[src/rtl/fir_inverse.sv]
// Inverse of a 4-tap FIR (h0 = 1): recovers 8-bit input samples from the
// forward filter output, one sample per cycle, 1-cycle latency.
// Any recovery outside 0..255 latches FAULT until clr or rst.
module fir_inverse #(
    parameter logic [7:0] H1 = 8'd4,
    parameter logic [7:0] H2 = 8'd11,
    parameter logic [7:0] H3 = 8'd4
) (
    input  logic        clk,
    input  logic        rst,
    input  logic        in_valid,
    input  logic [15:0] y_in,
    input  logic        clr,
    output logic        out_valid,
    output logic [7:0]  x_out,
    output logic        err,
    output logic [15:0] sample_cnt
);

    localparam int unsigned XW = 8;
    localparam int unsigned YW = 16;

    typedef enum logic [1:0] {
        IDLE  = 2'd0,
        RUN   = 2'd1,
        FAULT = 2'd2
    } state_t;

    state_t        state, state_n;
    logic [XW-1:0] xh1, xh2, xh3;
    logic [XW-1:0] xh1_n, xh2_n, xh3_n;
    logic [XW-1:0] x_out_n;
    logic          out_valid_n;
    logic          err_n;
    logic [YW-1:0] sample_cnt_n;
    logic [YW-1:0] r;

    // Residual after removing the contribution of the recovered history
    always_comb begin
        r = y_in
            - (YW'(H1) * YW'(xh1))
            - (YW'(H2) * YW'(xh2))
            - (YW'(H3) * YW'(xh3));
    end

    // Next-state and next-output logic; clr overrides everything else
    always_comb begin
        state_n      = state;
        xh1_n        = xh1;
        xh2_n        = xh2;
        xh3_n        = xh3;
        x_out_n      = x_out;
        out_valid_n  = 1'b0;
        err_n        = err;
        sample_cnt_n = sample_cnt;

        if (clr) begin
            state_n      = IDLE;
            xh1_n        = '0;
            xh2_n        = '0;
            xh3_n        = '0;
            x_out_n      = '0;
            err_n        = 1'b0;
            sample_cnt_n = '0;
        end else begin
            case (state)
                IDLE, RUN: begin
                    if (in_valid) begin
                        if (r[YW-1:XW] == '0) begin
                            state_n      = RUN;
                            xh3_n        = xh2;
                            xh2_n        = xh1;
                            xh1_n        = r[XW-1:0];
                            x_out_n      = r[XW-1:0];
                            out_valid_n  = 1'b1;
                            sample_cnt_n = sample_cnt + YW'(1);
                        end else begin
                            state_n = FAULT;
                            err_n   = 1'b1;
                        end
                    end
                end
                FAULT: begin
                    err_n = 1'b1;
                end
                default: begin
                    state_n = IDLE;
                end
            endcase
        end
    end

    // State, history and output registers
    always_ff @(posedge clk or posedge rst) begin
        if (rst) begin
            state      <= IDLE;
            xh1        <= '0;
            xh2        <= '0;
            xh3        <= '0;
            x_out      <= '0;
            out_valid  <= 1'b0;
            err        <= 1'b0;
            sample_cnt <= '0;
        end else begin
            state      <= state_n;
            xh1        <= xh1_n;
            xh2        <= xh2_n;
            xh3        <= xh3_n;
            x_out      <= x_out_n;
            out_valid  <= out_valid_n;
            err        <= err_n;
            sample_cnt <= sample_cnt_n;
        end
    end

endmodule

[config.mk]
export PLATFORM = sky130hd
export DESIGN_NAME = fir_inverse
export DESIGN_NICKNAME = d
export VERILOG_FILES = /design/src/rtl/fir_inverse.sv
export SDC_FILE = /design/constraint.sdc
export NUM_CORES = 1
export LEC_CHECK = 0
export CORE_MARGIN = 1.5
export CORE_UTILIZATION = 35
export CTS_CLUSTER_DIAMETER = 40
export DETAILED_ROUTE_END_ITERATION = 10
export MAX_ROUTING_LAYER = met4
export PLACE_DENSITY = 0.55
export RECOVER_POWER = 50
export SYNTH_ARGS = -nofsm -noshare
export SYNTH_HDL_FRONTEND = slang
export SYNTH_SLANG_ARGS = --single-unit
[constraint.sdc]
create_clock -name clk -period 5.2 [get_ports clk]
set_clock_uncertainty 0.05 [all_clocks]
set_input_delay 0.78 -clock clk [delete_from_list [all_inputs] [get_ports clk]]
set_output_delay 0.78 -clock clk [all_outputs]
set_load 0.02 [all_outputs]
==> metrics.csv <==
stage,metric,value,unit
floorplanning,FP Rows,38,
pwr,Logic pwr share,0.175,
placed_design,Area after DPL,4740,um^2
setup_path,WP data arrival,5.13,ns
floorplanning,I/O pin cnt,46,
synth,"Top FF cell, synth",dfrtp_1,
finish,number of fill cells,1086,
pwr,Internal,0.631,mW
synth,Yosys warnings,0,
finish,most frequent cells in the layout,"81 x inv_1, 44 x dfrtp_1, 43 x nand2_1",
drt,average vias per placed instance,4.93,
drt,Iter 0 DRT Violations,211,
global_routing,Total Routing Usage GR,0.163,
setup_path,Crit path buffers/inverters,5,
finish,area occupied by multi-input gates,2620,um^2
setup_path,critical path endpoint category,flop,
floorplanning,Core ar.,11000,um^2
timing,RSZ-0062 raised after global routing,yes,
setup_path,"delay-heaviest family, CP",adder cells,
floorplanning,Initial Util,0.365,
drt,Vias,3239,
pwr,Clk pwr share,0.417,
synth,Syn Nets,523,
placed_design,GPL Wtd Cong,0.838,
clocking,clock transition at the registers of the reported paths,0.06,ns
synth,Post-Syn Instances,442,
finish,"commonest non-fill, non-tap cell in the layout",inv_1,
status,failing checks,"capacitance limit, slew limit",
floorplanning,DIE HEIGHT,110,um
synth,"EDFF count, synth",0,
drt,Remaining DRCs,0,
finish,area delta synth->final,26.3,%
clocking,hold buffers post-CTS,0,
setup_path,Max Fanout on Critical Path,8,
finish,Reg area,1100,um^2
timing,final setup fails,0,
global_routing,first-pass GRT wire length,15.1,mm
timing,period utilization,0.959,
synth,Synth cell types,67,
placed_design,IO Port Bufs,45,
global_routing,number of global-route vias before repair,3095,
timing,post-route minimum period,4.99,ns
synth,#FFs+latches synth,44,
pwr,Flop pwr share,0.408,
global_routing,GRT overflow,0,
flow_run,Max-Cap Viols,1,
clocking,later-pin clock latency in the skew report,0.28,ns
setup_path,crit path kind,reg2reg,
timing,"Slew Viols, Final",45,
setup_path,"most used cell, CP",fa_1,
drt,WL/cell,14.3,um
min_path,hold path start,state[1]$_DFFE_PP0P_,
setup_path,Crit-path slowest cell,fa_1,
finish,layout cells sized above 1,0.176,
pwr,maximum vdd drop,132,uV
status,outcome,"finished, violations left",
global_routing,largest net degree at the start of global routing,47,
global_routing,initial antenna violation count,0,
synth,Post-synth ARST share,1.00,
finish,ANT cells,0,
timing,Slew @ Worst Pin,2.48,ns
setup_path,CP required,5.35,ns
synth,Mean Syn Cell Area,9.11,um^2
finish,Final Instance Area,5080,um^2
pwr,Final Power,0.846,mW
min_path,worst min-delay path class,reg2reg,
drt,DRT antenna net count,0,
clocking,root buffer cell,clkbuf_16,
clocking,CTS tree,built,
synth,register area share after synthesis,0.273,
timing,FMAX,0.201,GHz
clocking,H-tree levels,2,
placed_design,post-DP HPWL,7.24,mm
synth,cell area after synthesis,4030,um^2
finish,nets@finish,597,
timing,final hold vios,0,
setup_path,crit path launch,xh1[5]$_DFFE_PP0P_,
clocking,CTS Sinks,44,
pwr,Static Leak,2.27,nW
clocking,CTS buffer count,5,
clocking,CTS Buffer Depth,2,
floorplanning,Horiz. Die Dim,110,um
drt,drt pass-1 iters,5,
floorplanning,die footprint,12200,um^2
timing,hold slack,0.426,ns
pwr,switch share,0.253,
setup_path,Startpoint Class,flop,
setup_path,Worst R2R Start,xh1[5]$_DFFE_PP0P_,
setup_path,CP max stage delay,0.54,ns
drt,Post-Route WL,9.37,mm
pwr,Cell Pwr Density,166,nW/um^2
timing,Slew headroom,-0.656,
setup_path,CP cell instances,inv_1 -> fa_1 -> fa_1 -> inv_1 -> fa_1 -> fa_1 -> inv_1 -> ha_1 -> buf_4 -> o21ai_0 -> a2111oi_2 -> and4bb_2 -> and4_4 -> nand4_1 -> buf_6 -> or3_4 -> a21oi_2,
pwr,Net Switching,0.214,mW
synthesized netlist by cell type (2+ instances only):
| cell type | instances | area [um^2] |
|---|---|---|
| a211o_1 | 3 | 26.3 |
| a211oi_1 | 3 | 22.5 |
| a211oi_2 | 2 | 25.0 |
| a21o_1 | 10 | 75.1 |
| a21oi_1 | 33 | 165 |
| a21oi_2 | 11 | 96.3 |
| and2_1 | 3 | 18.8 |
| and3_1 | 7 | 43.8 |
| buf_2 | 3 | 15.0 |
| buf_4 | 2 | 15.0 |
| buf_6 | 3 | 33.8 |
| clkbuf_1 | 4 | 15.0 |
| dfrtp_1 | 44 | 1100 |
| fa_1 | 29 | 581 |
| ha_1 | 32 | 400 |
| inv_1 | 82 | 308 |
| mux2i_1 | 3 | 30.0 |
| nand2_1 | 43 | 161 |
| nand2_2 | 10 | 62.6 |
| nand2b_1 | 2 | 12.5 |
| nand3_1 | 16 | 80.1 |
| nand3b_1 | 2 | 15.0 |
| nand4_1 | 3 | 18.8 |
| nor2_1 | 12 | 45.0 |
| nor2b_1 | 5 | 31.3 |
| nor3_1 | 6 | 30.0 |
| nor3b_1 | 2 | 15.0 |
| nor4_1 | 3 | 18.8 |
| nor4_2 | 2 | 25.0 |
| o211a_1 | 2 | 20.0 |
| o211ai_1 | 2 | 15.0 |
| o21ai_0 | 10 | 50.1 |
| o21ai_1 | 2 | 10.0 |
| o21bai_1 | 2 | 15.0 |
| or3_1 | 3 | 18.8 |
| or4_1 | 2 | 15.0 |
| xnor2_1 | 8 | 70.1 |
| xor2_1 | 2 | 17.5 |
flip-flops by register name, indices dropped and copies added, names as in the netlist:
name        flops
xh1             8
out_valid       1
err             1
xh3             8
sample_cnt     16
state           2
xh2             8
repair_timing:
item                                    in CTS  in global routing
setup buffers                                0                 11
gates resized for setup                      0                 21
endpoints found under the setup margin       0                 39
hold endpoints to repair                     0                  0
stage by stage:
| step | worst slack, ns | instances | setup TNS [ns] | utilization |
|---|---|---|---|---|
| after floorplan | 0.270 | 442 | 0 | - |
| after global placement | 0.121 | 637 | 0 | 0.430 |
| after detailed placement | 0.0851 | 637 | 0 | 0.430 |
| after CTS | 0.0574 | 645 | 0 | 0.444 |
| after global routing | -0.0116 | 657 | -0.0246 | 0.461 |
| final | 0.213 | 657 | 0 | 0.461 |
worst reg2reg max path, stage by stage (launching register included):
cell and delay (ns):
dfrtp_1 0.35, inv_1 0.06, fa_1 0.50, fa_1 0.54, inv_1 0.05, fa_1 0.47, fa_1 0.52, inv_1 0.05
ha_1 0.29, buf_4 0.14, o21ai_0 0.09, a2111oi_2 0.39, and4bb_2 0.33, and4_4 0.26, nand4_1 0.12, buf_6 0.18
or3_4 0.36, a21oi_2 0.13
per-layer routing:
metal	GRT usage	part of all wire	wire length, um	up-vias
met5	-	0	0	-
met4	0.0192	0.0045	42	0
met3	0.0194	0.022	205	4
met2	0.261	0.48	4500	53
met1	0.230	0.49	4620	1558
li1	-	-	-	1624
path summary, 6_finish.rpt:
kind / endpoint / slack [ns] / cells past startpoint
min in group asynchronous: sample_cnt[14]$_DFFE_PP0P_ / 1.81 / 3
max in group asynchronous: sample_cnt[5]$_DFFE_PP0P_ / 1.88 / 3
setup reg to reg: sample_cnt[3]$_DFFE_PP0P_ / 0.21 / 17
hold / removal: state[0]$_DFFE_PP0P_ / 0.43 / 1
hold reg to reg: state[0]$_DFFE_PP0P_ / 0.43 / 1
setup / recovery: sample_cnt[3]$_DFFE_PP0P_ / 0.21 / 17
power by group through the flow:
stage	combinational [mW]	clock, mW	sequential, mW
global placement	0.140	0	0.351
global route	0.162	0.374	0.345
floorplan	0.0907	0	0.352
finish	0.148	0.352	0.345
CTS	0.142	0.362	0.345
detailed placement	0.140	0	0.351
layout make-up:
cell class | count | share of cell area
multi-input combinational | 303 | 0.515
sequential | 44 | 0.217
timing repair buffer | 80 | 0.141
clock buffer | 6 | 0.0253
clock inverter | 2 | 0.00689
tap | 140 | 0.0344
inverter | 82 | 0.0605
logic make-up (layout without fill, tap and decap cells):
kind of cell | after synthesis | after routing | share of synthesized area
muxes | 3 | 3 | 0.00746
DFF | 44 | 44 | 0.273
adders and majority gates | 61 | 61 | 0.244
xor gates and xnor gates | 11 | 11 | 0.0258
buffers and inverters | 95 | 170 | 0.0969
AOI/OAI and AO/OA | 98 | 98 | 0.177
and+or+nand+nor | 130 | 130 | 0.176
(Power assumes the default switching activity.)
